<file path="config.mk">
export PLATFORM = sky130hd
export DESIGN_NAME = conv_cycle_scheduler_flat
export DESIGN_NICKNAME = d
export VERILOG_FILES = /design/src/rtl/seq_decomp_pkg.sv /design/src/rtl/conv_cycle_scheduler_if.sv /design/src/rtl/sample_timer.sv /design/src/rtl/conv_cycle_scheduler.sv /design/src/flat_wrapper.sv
export SDC_FILE = /design/constraint.sdc
export NUM_CORES = 1
export LEC_CHECK = 0
export CORE_ASPECT_RATIO = 0.6
export CORE_MARGIN = 5
export CORE_UTILIZATION = 55
export DETAILED_ROUTE_END_ITERATION = 16
export MAX_ROUTING_LAYER = met4
export PLACE_DENSITY_LB_ADDON = 0.25
export SLEW_MARGIN = 0
export SYNTH_ARGS = -nofsm -noshare
export SYNTH_HDL_FRONTEND = slang
export SYNTH_SLANG_ARGS = --single-unit
</file>
<file path="constraint.sdc">
create_clock -name clk -period 5.8 [get_ports clk]
set_input_delay 1.45 -clock clk [delete_from_list [all_inputs] [get_ports clk]]
set_output_delay 1.45 -clock clk [all_outputs]
set_load 0.02 [all_outputs]
</file>
<file path="src/rtl/seq_decomp_pkg.sv">
// Shared types and widths for the sequence decomposer datapath.
// State encoding for the per-sample conversion sequencer.
package seq_decomp_pkg;

  localparam int DATA_W     = 12;
  localparam int ADDR_W     = 4;
  localparam int MAX_DAC_CH = 4;
  localparam int CH_W       = $clog2(MAX_DAC_CH);

  typedef enum logic [2:0] {
    IDLE,
    WAIT_TICK,
    ADC,
    SCE,
    DAC,
    DAC_NEXT
  } state_e;

  function automatic logic is_phase(state_e s);
    return (s == ADC) || (s == SCE) || (s == DAC);
  endfunction

endpackage

</file>
<file path="src/rtl/conv_cycle_scheduler_if.sv">
// Enable/done handshakes and data buses between the scheduler
// and the ADC boards, sequence engine and DAC writer.
interface conv_cycle_scheduler_if;
  import seq_decomp_pkg::*;

  logic                         adc_done_b1;
  logic                         adc_done_b2;
  logic                         adc_enable;
  logic                         sce_done;
  logic                         sce_enable;
  logic [MAX_DAC_CH*DATA_W-1:0] ch_data;
  logic                         dac_done;
  logic                         dac_enable;
  logic [DATA_W-1:0]            dac_data;
  logic [ADDR_W-1:0]            dac_address;

  modport master (
    input  adc_done_b1,
    input  adc_done_b2,
    output adc_enable,
    input  sce_done,
    output sce_enable,
    input  ch_data,
    input  dac_done,
    output dac_enable,
    output dac_data,
    output dac_address
  );

  modport slave (
    output adc_done_b1,
    output adc_done_b2,
    input  adc_enable,
    output sce_done,
    input  sce_enable,
    output ch_data,
    output dac_done,
    input  dac_enable,
    input  dac_data,
    input  dac_address
  );

endinterface

</file>
<file path="src/rtl/sample_timer.sv">
// Free-running sample-period divider; tick marks the last clock
// of each period and the count is held at zero while stopped.
module sample_timer #(
  parameter int SAMPLE_DIV = 2500
) (
  input  logic clk,
  input  logic reset,
  input  logic run,
  output logic tick
);

  localparam int CW = $clog2(SAMPLE_DIV);
  localparam logic [CW-1:0] LAST = CW'(SAMPLE_DIV - 1);

  logic [CW-1:0] count_q;
  logic [CW-1:0] count_d;

  assign tick = run && (count_q == LAST);

  always_comb begin
    count_d = '0;
    if (run && !tick) begin
      count_d = count_q + 1'b1;
    end
  end

  always_ff @(posedge clk or posedge reset) begin
    if (reset) begin
      count_q <= '0;
    end else begin
      count_q <= count_d;
    end
  end

endmodule

</file>
<file path="src/rtl/conv_cycle_scheduler.sv">
// Per-sample sequencer: ADC pair, sequence engine, then one DAC
// write per channel, with overrun and phase watchdog detection.
module conv_cycle_scheduler
  import seq_decomp_pkg::*;
#(
  parameter int SAMPLE_DIV    = 2500,
  parameter int NUM_DAC_CH    = 3,
  parameter int DAC_ADDR_BASE = 0,
  parameter int TIMEOUT_CYC   = 4096
) (
  input  logic                 clk,
  input  logic                 reset,
  input  logic                 run,
  input  logic                 err_clr,
  conv_cycle_scheduler_if.master bus,
  output logic                 busy,
  output logic                 overrun,
  output logic                 timeout_err,
  output logic [15:0]          cycle_count
);

  localparam int WD_W = $clog2(TIMEOUT_CYC + 1);
  localparam logic [WD_W-1:0]   WD_LAST   = WD_W'(TIMEOUT_CYC - 1);
  localparam logic [CH_W-1:0]   LAST_CH   = CH_W'(NUM_DAC_CH - 1);
  localparam logic [ADDR_W-1:0] ADDR_BASE = ADDR_W'(DAC_ADDR_BASE);

  state_e state_q;
  state_e state_d;

  logic b1_q;
  logic b1_d;
  logic b2_q;
  logic b2_d;

  logic [DATA_W-1:0] snap_q [MAX_DAC_CH];
  logic [DATA_W-1:0] snap_d [MAX_DAC_CH];

  logic [CH_W-1:0]   k_q;
  logic [CH_W-1:0]   k_d;
  logic [DATA_W-1:0] dac_data_q;
  logic [DATA_W-1:0] dac_data_d;
  logic [ADDR_W-1:0] dac_addr_q;
  logic [ADDR_W-1:0] dac_addr_d;
  logic [WD_W-1:0]   wd_q;
  logic [WD_W-1:0]   wd_d;
  logic [15:0]       cnt_q;
  logic [15:0]       cnt_d;
  logic              ovr_q;
  logic              ovr_d;
  logic              terr_q;
  logic              terr_d;

  logic tick;
  logic phase;
  logic wd_expired;
  logic timeout_set;

  sample_timer #(
    .SAMPLE_DIV(SAMPLE_DIV)
  ) u_timer (
    .clk  (clk),
    .reset(reset),
    .run  (run),
    .tick (tick)
  );

  assign phase      = is_phase(state_q);
  assign wd_expired = phase && (wd_q == WD_LAST);
  assign busy       = (state_q != IDLE) && (state_q != WAIT_TICK);

  assign bus.adc_enable  = (state_q == ADC);
  assign bus.sce_enable  = (state_q == SCE);
  assign bus.dac_enable  = (state_q == DAC);
  assign bus.dac_data    = dac_data_q;
  assign bus.dac_address = dac_addr_q;

  assign overrun     = ovr_q;
  assign timeout_err = terr_q;
  assign cycle_count = cnt_q;

  always_comb begin
    state_d     = state_q;
    b1_d        = b1_q;
    b2_d        = b2_q;
    snap_d      = snap_q;
    k_d         = k_q;
    dac_data_d  = dac_data_q;
    dac_addr_d  = dac_addr_q;
    cnt_d       = cnt_q;
    timeout_set = 1'b0;

    unique case (state_q)
      IDLE: begin
        if (run) state_d = WAIT_TICK;
      end
      WAIT_TICK: begin
        if (!run) begin
          state_d = IDLE;
        end else if (tick) begin
          state_d = ADC;
        end
      end
      ADC: begin
        // boards may finish on different cycles
        b1_d = b1_q | bus.adc_done_b1;
        b2_d = b2_q | bus.adc_done_b2;
        if (b1_d && b2_d) begin
          state_d = SCE;
          b1_d    = 1'b0;
          b2_d    = 1'b0;
        end
      end
      SCE: begin
        if (bus.sce_done) begin
          for (int i = 0; i < MAX_DAC_CH; i++) begin
            snap_d[i] = bus.ch_data[i*DATA_W +: DATA_W];
          end
          k_d        = '0;
          dac_data_d = snap_d[0];
          dac_addr_d = ADDR_BASE;
          state_d    = DAC;
        end
      end
      DAC: begin
        if (bus.dac_done) state_d = DAC_NEXT;
      end
      DAC_NEXT: begin
        if (k_q < LAST_CH) begin
          k_d        = k_q + 1'b1;
          dac_data_d = snap_q[k_d];
          dac_addr_d = ADDR_BASE + ADDR_W'(k_d);
          state_d    = DAC;
        end else begin
          cnt_d   = cnt_q + 1'b1;
          state_d = run ? WAIT_TICK : IDLE;
        end
      end
      default: state_d = IDLE;
    endcase

    // a stalled phase abandons the cycle without counting it
    if (wd_expired) begin
      timeout_set = 1'b1;
      b1_d        = 1'b0;
      b2_d        = 1'b0;
      state_d     = run ? WAIT_TICK : IDLE;
    end
  end

  always_comb begin
    wd_d = '0;
    if (phase && (state_d == state_q)) begin
      wd_d = wd_q + 1'b1;
    end
    ovr_d  = (ovr_q && !err_clr) || (tick && busy);
    terr_d = (terr_q && !err_clr) || timeout_set;
  end

  always_ff @(posedge clk or posedge reset) begin
    if (reset) begin
      state_q    <= IDLE;
      b1_q       <= 1'b0;
      b2_q       <= 1'b0;
      snap_q     <= '{default: '0};
      k_q        <= '0;
      dac_data_q <= '0;
      dac_addr_q <= '0;
      wd_q       <= '0;
      cnt_q      <= '0;
      ovr_q      <= 1'b0;
      terr_q     <= 1'b0;
    end else begin
      state_q    <= state_d;
      b1_q       <= b1_d;
      b2_q       <= b2_d;
      snap_q     <= snap_d;
      k_q        <= k_d;
      dac_data_q <= dac_data_d;
      dac_addr_q <= dac_addr_d;
      wd_q       <= wd_d;
      cnt_q      <= cnt_d;
      ovr_q      <= ovr_d;
      terr_q     <= terr_d;
    end
  end

endmodule
</file>
<file path="src/flat_wrapper.sv">
// flat-port wrapper written by rule: the top's interface ports become plain ports
module conv_cycle_scheduler_flat import seq_decomp_pkg::*;
#(
  parameter int SAMPLE_DIV    = 2500,
  parameter int NUM_DAC_CH    = 3,
  parameter int DAC_ADDR_BASE = 0,
  parameter int TIMEOUT_CYC   = 4096
)
  (clk, reset, run, err_clr, busy, overrun, timeout_err, cycle_count, bus_adc_done_b1, bus_adc_done_b2, bus_adc_enable, bus_sce_done, bus_sce_enable, bus_ch_data, bus_dac_done, bus_dac_enable, bus_dac_data, bus_dac_address);
  conv_cycle_scheduler_if bus_i ();
  input  logic clk;
  input  logic reset;
  input  logic run;
  input  logic err_clr;
  output logic busy;
  output logic overrun;
  output logic timeout_err;
  output logic [15:0] cycle_count;
  input wire logic [$bits(bus_i.adc_done_b1)-1:0] bus_adc_done_b1;
  input wire logic [$bits(bus_i.adc_done_b2)-1:0] bus_adc_done_b2;
  output wire logic [$bits(bus_i.adc_enable)-1:0] bus_adc_enable;
  input wire logic [$bits(bus_i.sce_done)-1:0] bus_sce_done;
  output wire logic [$bits(bus_i.sce_enable)-1:0] bus_sce_enable;
  input wire logic [$bits(bus_i.ch_data)-1:0] bus_ch_data;
  input wire logic [$bits(bus_i.dac_done)-1:0] bus_dac_done;
  output wire logic [$bits(bus_i.dac_enable)-1:0] bus_dac_enable;
  output wire logic [$bits(bus_i.dac_data)-1:0] bus_dac_data;
  output wire logic [$bits(bus_i.dac_address)-1:0] bus_dac_address;
  assign bus_i.adc_done_b1 = bus_adc_done_b1;
  assign bus_i.adc_done_b2 = bus_adc_done_b2;
  assign bus_adc_enable = bus_i.adc_enable;
  assign bus_i.sce_done = bus_sce_done;
  assign bus_sce_enable = bus_i.sce_enable;
  assign bus_i.ch_data = bus_ch_data;
  assign bus_i.dac_done = bus_dac_done;
  assign bus_dac_enable = bus_i.dac_enable;
  assign bus_dac_data = bus_i.dac_data;
  assign bus_dac_address = bus_i.dac_address;
  conv_cycle_scheduler #(.SAMPLE_DIV(SAMPLE_DIV), .NUM_DAC_CH(NUM_DAC_CH), .DAC_ADDR_BASE(DAC_ADDR_BASE), .TIMEOUT_CYC(TIMEOUT_CYC)) u_core (.clk(clk), .reset(reset), .run(run), .err_clr(err_clr), .bus(bus_i), .busy(busy), .overrun(overrun), .timeout_err(timeout_err), .cycle_count(cycle_count));
endmodule
</file>
==> out/qor.yml <==
outcome:
  status: "completed"
route:
  drt.antenna.violating_nets: 0
  met2_length_um: 4800
  met3_length_um: 651
  dr.pass1.iters: 4
  drc: 0
  vias: 3562
  m1WireLength_um: 4740
  avgRoutedWirePerCell_um: 15.4
  vias_per_cell: 5.35
  finalWirelength_um: 10300
  drtIter0Drc: 229
  highest_layer: "met4"
global_routing:
  grt_pass1_wl_um: 16900
  grt_pass1_vias: 3484
  overflow: 0
  grt_use_total_pct: 21.6
  grt_antenna_before_repair: 0
  grt_max_degree: 81
synthesis:
  syn_inst: 467
  synthArstFlopShare_pct: 100
  synth_xor_area_share_pct: 6.75
  synth_top_cell_by_area: "dfrtp_1"
  avgSynthCellArea_um2: 10.0
  synthMostInstantiatedCell: "nand2_1"
  ys_warn_count: 0
  netlist.area_leader.share_pct: 54.7
  yosys-top-cells-area: "dfrtp_1 (55%), nand2_1 (11%), xnor2_1 (3.9%)"
  synth_flop_cell: "dfrtp_1"
  synth_common_cells: "nand2_1 (143), dfrtp_1 (102), nor2_1 (29)"
  synthMuxAreaShare_pct: 7.15
  synth_enable_flop_cells: 0
  synth-adder-area-share_pct: 0.804
  netlist-cell-type-count: 46
  synth_compound_area_share_pct: 4.45
  synth_top_family_by_area: "simple AND/OR/NAND/NOR gates"
  synthSimpleGateAreaFrac_pct: 23.5
  synth_area_um2: 4670
  ys_seq_area_share_pct: 54.7
  synth-seq-cells: 102
clocking:
  cts.sinks: 102
  post_cts_buffers: 0
  htreeDepth: 3
  cts_tree: "built"
  clk_latency_ps: 340
  cts_hold_buffers: 0
  cts.repair.resized: 0
  cts_buffer_depth: 2
  cts-buffers-inserted: 9
  cts-root-buf: "clkbuf_16"
  path_clk_slew_ps: 60
placement:
  placed_cell_area_um2: 5620
  hpwl_um: 7330
  gp_congestion: 0.815
  portBuffers: 87
  dp_cells: 650
  pre_cts_slack_ps: 2240
sta:
  max_freq_mhz: 282
  tns_ps: 0
  hold_viol_final: 0
  rsz0062_at_grt: "no"
  tightest_slew_ps: 965
  fin_crit_sh_pct: 61.1
  relSlewSlack_pct: 35.7
  worst_slack_ps: 2260
  period_minus_slack_ps: 3540
  final-setup-viol-count: 0
  fin_skew_ps: 4.33
  maxSlewViolCount: 0
die:
  coreArea_um2: 8390
  fp.dieH_um: 81.4
  fp-row-count: 26
  io_pins: 94
  initial_core_util_pct: 55.6
  die_w_um: 129
  dieArea_um2: 10500
finish:
  fin_nets: 608
  drive_gt1_share_pct: 9.21
  final_cell_area_um2: 5890
  diodes: 0
  area_growth_pct: 26.1
  instances_no_fill: 666
setup_path:
  required_ps: 4350
  cp-start-kind: "register"
  reg2reg_depth: 4
  worst-setup-path-type: "register to output pin"
  crit_end: "bus_dac_enable"
  reg2reg_to: "u_core.bus.dac_address[0]"
  critPathCaptureType: "output pin"
  worst_ep_arrival_time_ps: 2090
  worst-path-max-fanout: 16
  regToRegStartpoint: "u_core.state_q[0]"
  setup.worst_path.start: "u_core.state_q[0]"
  ff2ff_setup_slack_ps: 3210
flow_run:
  cap_violations: 0
power_and_ir_drop:
  ir_drop_mv: 0.137
  leakagePower_uw: 0.00276
  powerDensity_nw_per_um2: 226
worst_hold_path:
  hp-class: "register to register"
==> power breakdown <==
group	total, uW	internal (uW)	switching [uW]
logic	67.6	37.7	29.9
clock network	543	302	241
registers	720	714	6.13
==> per-layer routing <==
| metal | vias up | track usage, % |
|---|---|---|
| met4 | 0 | 5.56 |
| met5 | - | - |
| li1 | 1701 | - |
| met1 | 1753 | 30.5 |
| met2 | 103 | 31.6 |
| met3 | 5 | 5.45 |
==> kinds of logic after synthesis <==
kind of cell,Yosys count
AOI/OAI and AO/OA,31
xor gates and xnor gates,36
adders and majority gates,3
buffers and inverters,27
DFF,102
muxes,23
other,1
and+or+nand+nor,244
==> cells in the final DEF, fill, tap and decap left out, drive strengths merged, types with 4 or more instances in the layout <==
cell and count:
a21oi 5, dfrtp 102, clkdlybuf4s50 87, nand2 143
mux2i 12, inv 7, nor3 8, mux4 8
clkbuf 13, nand4 6, nand3 23, o21ai 13
o221a 4, xnor2 21, xor2 15, nor2 39
and3 9
==> per-stage QoR <==
stage | hold WS (ps) | util, % | power, uW
floorplan | 440 | - | 758
global placement | 454 | 66.9 | 800
detailed placement | 461 | 66.9 | 802
CTS | 477 | 70.1 | 1350
global route | 493 | 70.1 | 1390
finish | 471 | 70.1 | 1330
==> registers in the layout, indices dropped and copies added, names as in the netlist <==
register                count
u_core.snap_q              40
u_core.u_timer.count_q     12
u_core.wd_q                13
u_core.b2_q                 1
u_core.b1_q                 1
u_core.state_q              3
u_core.bus.dac_data        12
u_core.cycle_count         16
u_core.bus.dac_address      2
u_core.overrun              1
u_core.timeout_err          1
==> how the worst min path moves through the flow <==
stage | end | from | slack (ps) | cells after the start
finish | u_core.wd_q[0] | u_core.wd_q[0] | 470 | 1
global route | u_core.cycle_count[15] | u_core.cycle_count[15] | 490 | 1
floorplan | u_core.snap_q[15] | u_core.snap_q[15] | 440 | 2
global placement | u_core.snap_q[32] | u_core.snap_q[32] | 450 | 2
CTS | u_core.snap_q[19] | u_core.snap_q[19] | 480 | 2
detailed placement | u_core.snap_q[19] | u_core.snap_q[19] | 460 | 2
==> cell type report <==
class	count	area (um^2)
clock buffer	13	250
fill	622	2510
tap	112	140
clock inverter	3	20.0
inverter	7	28.8
multi-input combinational	339	2000
sequential	102	2550
timing repair buffer	90	893
==> critical path, cell delays in order, from the launching register on <==
cell	delay (ps)
dfrtp_1	540
nor3b_1	510
clkdlybuf4s50_1	700
Power figures use the tool's default switching activity.
==> variant, RTL diff (config.mk and constraints unchanged) <==
`SAMPLE_DIV` is set to 2500 in 3 places; all go to 1250.
--- a/src/rtl/sample_timer.sv
+++ b/src/rtl/sample_timer.sv
@@ -3,3 +3,3 @@
 module sample_timer #(
-  parameter int SAMPLE_DIV = 2500
+  parameter int SAMPLE_DIV = 1250
 ) (
--- a/src/rtl/conv_cycle_scheduler.sv
+++ b/src/rtl/conv_cycle_scheduler.sv
@@ -5,3 +5,3 @@
 #(
-  parameter int SAMPLE_DIV    = 2500,
+  parameter int SAMPLE_DIV    = 1250,
   parameter int NUM_DAC_CH    = 3,
--- a/src/flat_wrapper.sv
+++ b/src/flat_wrapper.sv
@@ -3,3 +3,3 @@
 #(
-  parameter int SAMPLE_DIV    = 2500,
+  parameter int SAMPLE_DIV    = 1250,
   parameter int NUM_DAC_CH    = 3,
Function: same outputs for any inputs over 10 cycles, from zero or initial values and one cycle with reset high; that may be too few to reach the edited logic, so the function may still have changed.
==> variant against the unedited design <==
  * Total power increased by 7.6%
  * Die area is 4.0% higher
  * Count of clock-buffer cells in the layout decreased by 1
  * Cell area up 4.1%
  * Combinational power is 4.6% higher
  * Sequential cell count up 3
  * Setup slack got worse by 0.038 ns
  * Synthesized area is 4.5% higher
  * Critical path depth fell by 1
  * Sequential share of layout area is 0.47 points lower
  * Wire length rose by 6.3%
  * First-iteration DRC count fell by 18%
  * Synthesized cell count up 5.4%
  * Sequential power increased by 3%
  * Largest power group unchanged
  * Highest routed layer unchanged
==> variant: results (changes against the unedited design) <==
- Cells after Synth: 492 (+5.4%)
- Area after DPL: 5820 µm² (+3.6%)
- FFs & Latches: 105 (+2.9%)
- Hold_sp: u_core.cycle_count[15]$_DFFE_PP0P_
- Fillers: 656 (+5.5%)
- Vias in the first global route: 3806 (+9.2%)
- Fin nets: 633 (+4.1%)
- Routing usage on met3: 6.58% (+1.1 points)
- Crit path max-delay family: flip-flops
- Comb_multi_in: 356 (+5.0%)
- Layout non-clock buf frac: 14.9% (-0.27 points)
- Ranking of synthesized cells by area: dfrtp_1 (54%), nand2_1 (13%), mux4_2 (4.6%), xnor2_1 (3.2%), nor2_1 (3.0%)
- Final non-filler cell total: 690 (+3.6%)
- Met2 Use GR: 31.8% (+0.25 points)
- Share of cells above drive strength 1: 7.09% (-2.1 points)
- First-pass DRT Iterations: 5 (+1)
- Most instantiated cells after synthesis: nand2_1 (165), dfrtp_1 (105), nor2_1 (39), xnor2_1 (18), o21ai_0 (16)
- Total GRT Usage: 21.7% (+0.052 points)
- Worst r2r dst: u_core.cycle_count[14]$_DFFE_PP0P_
- GRT met1 Usage: 29.7% (-0.79 points)
- Minimum hold slack: 0.474 ns (+0.00212 ns)
- # placed instances: 674 (+3.7%)
- Slew margin rel.: 34.0% (-1.7 points)
- Global-route wire length before repair: 18700 µm (+11%)
- WHS Path Cells: 1 (unchanged)
- Leakage: 2.84 nW (+2.7%)
- Post-synthesis sequential area ratio: 53.8% (-0.82 points)
- Clock-cell share: 5.02% (+0.43 points)
- Largest net degree at the start of global routing: 77 (-4.9%)
- Worst VDD drop: 0.149 mV (+8.7%)
- Reg2Reg Launch Point: u_core.state_q[2]$_DFF_PP0_
- Status: completed
- Largest fanout on the critical path: 17 (+1)
- Signal buffers: 92 (+2.2%)
- Crit-path slowest cell: dfrtp_1
- Hpwl dp: 7470 µm (+2.0%)
- Total area of sequential cells: 2630 µm² (+2.9%)
- Multi-input combinational area share: 34.3% (+0.30 points)
- Global placer's final weighted congestion: 0.775 (-5.0%)
- Hold Crit Endpoint: u_core.cycle_count[15]$_DFFE_PP0P_
- Max reg flops: 44 (+10%)
- Per-cell routed wire length: 15.8 µm (+2.6%)
- Post_cts resized: 0 (unchanged)
- Inverter count: 9 (+2)
- Layout Skew: 0.0105 ns (+0.00621 ns)
- Layout clock buffers: 12 (-1)
- Critical Path Max Stage Delay: 1.00 ns (+0.30 ns)
- Port Buffers: 89 (+2.3%)
- Cell variety after synth: 49 (+6.5%)
- R2R setup slack: 3.25 ns (+0.04 ns)
- Starting DRT DRC Count: 188 (-18%)
- Vias per cell: 5.42 (+1.3%)
-- variant: layer usage --
metal	vias to the layer above	wire length, µm
met1	1838	5260
met2	106	4930
li1	1785	-
met4	0	127
met3	10	596
met5	-	0
-- variant: worst max path at each step --
stage / cells past startpoint / from / endpoint
global route: 1 / u_core.bus.dac_address[1]$_DFFE_PP0P_ / bus_dac_address[1]
finish: 1 / u_core.bus.dac_address[1]$_DFFE_PP0P_ / bus_dac_address[1]
global placement: 5 / bus_sce_done / u_core.bus.dac_address[0]$_DFFE_PP0P_
detailed placement: 5 / bus_sce_done / u_core.bus.dac_address[0]$_DFFE_PP0P_
CTS: 1 / u_core.bus.dac_address[1]$_DFFE_PP0P_ / bus_dac_address[1]
floorplan: 1 / reset / u_core.b1_q$_DFFE_PP0P_
-- variant: per-stage QoR --
step | total power [W] | setup slack (ns) | util, %
2_1_floorplan | 0.000779 | 1.59 | -
3_3_place_gp | 0.000824 | 2.34 | 67.8
3_5_place_dp | 0.000825 | 2.32 | 67.8
4_1_cts | 0.00145 | 2.18 | 71.3
5_1_grt | 0.00148 | 2.09 | 71.3
6_report | 0.00143 | 2.22 | 71.3
-- variant: cells by family (layout without fill, tap and decap cells) --
kind of cell | Yosys count | count (layout) | synth area share, %
other | 1 | 2 | 0.0768
DFF | 105 | 105 | 53.8
adders and majority gates | 4 | 4 | 1.03
AOI/OAI and AO/OA | 38 | 38 | 5.69
muxes | 24 | 24 | 7.54
xor gates and xnor gates | 32 | 32 | 5.74
and+or+nand+nor | 256 | 256 | 22.9
buffers and inverters | 32 | 117 | 3.18
-- variant: where the power goes --
group	leakage, nW	switching, W	internal, W
clock network	0.149	0.000263	0.000359
logic	1.23	0.0000317	0.0000390
registers	1.46	0.00000461	0.000735
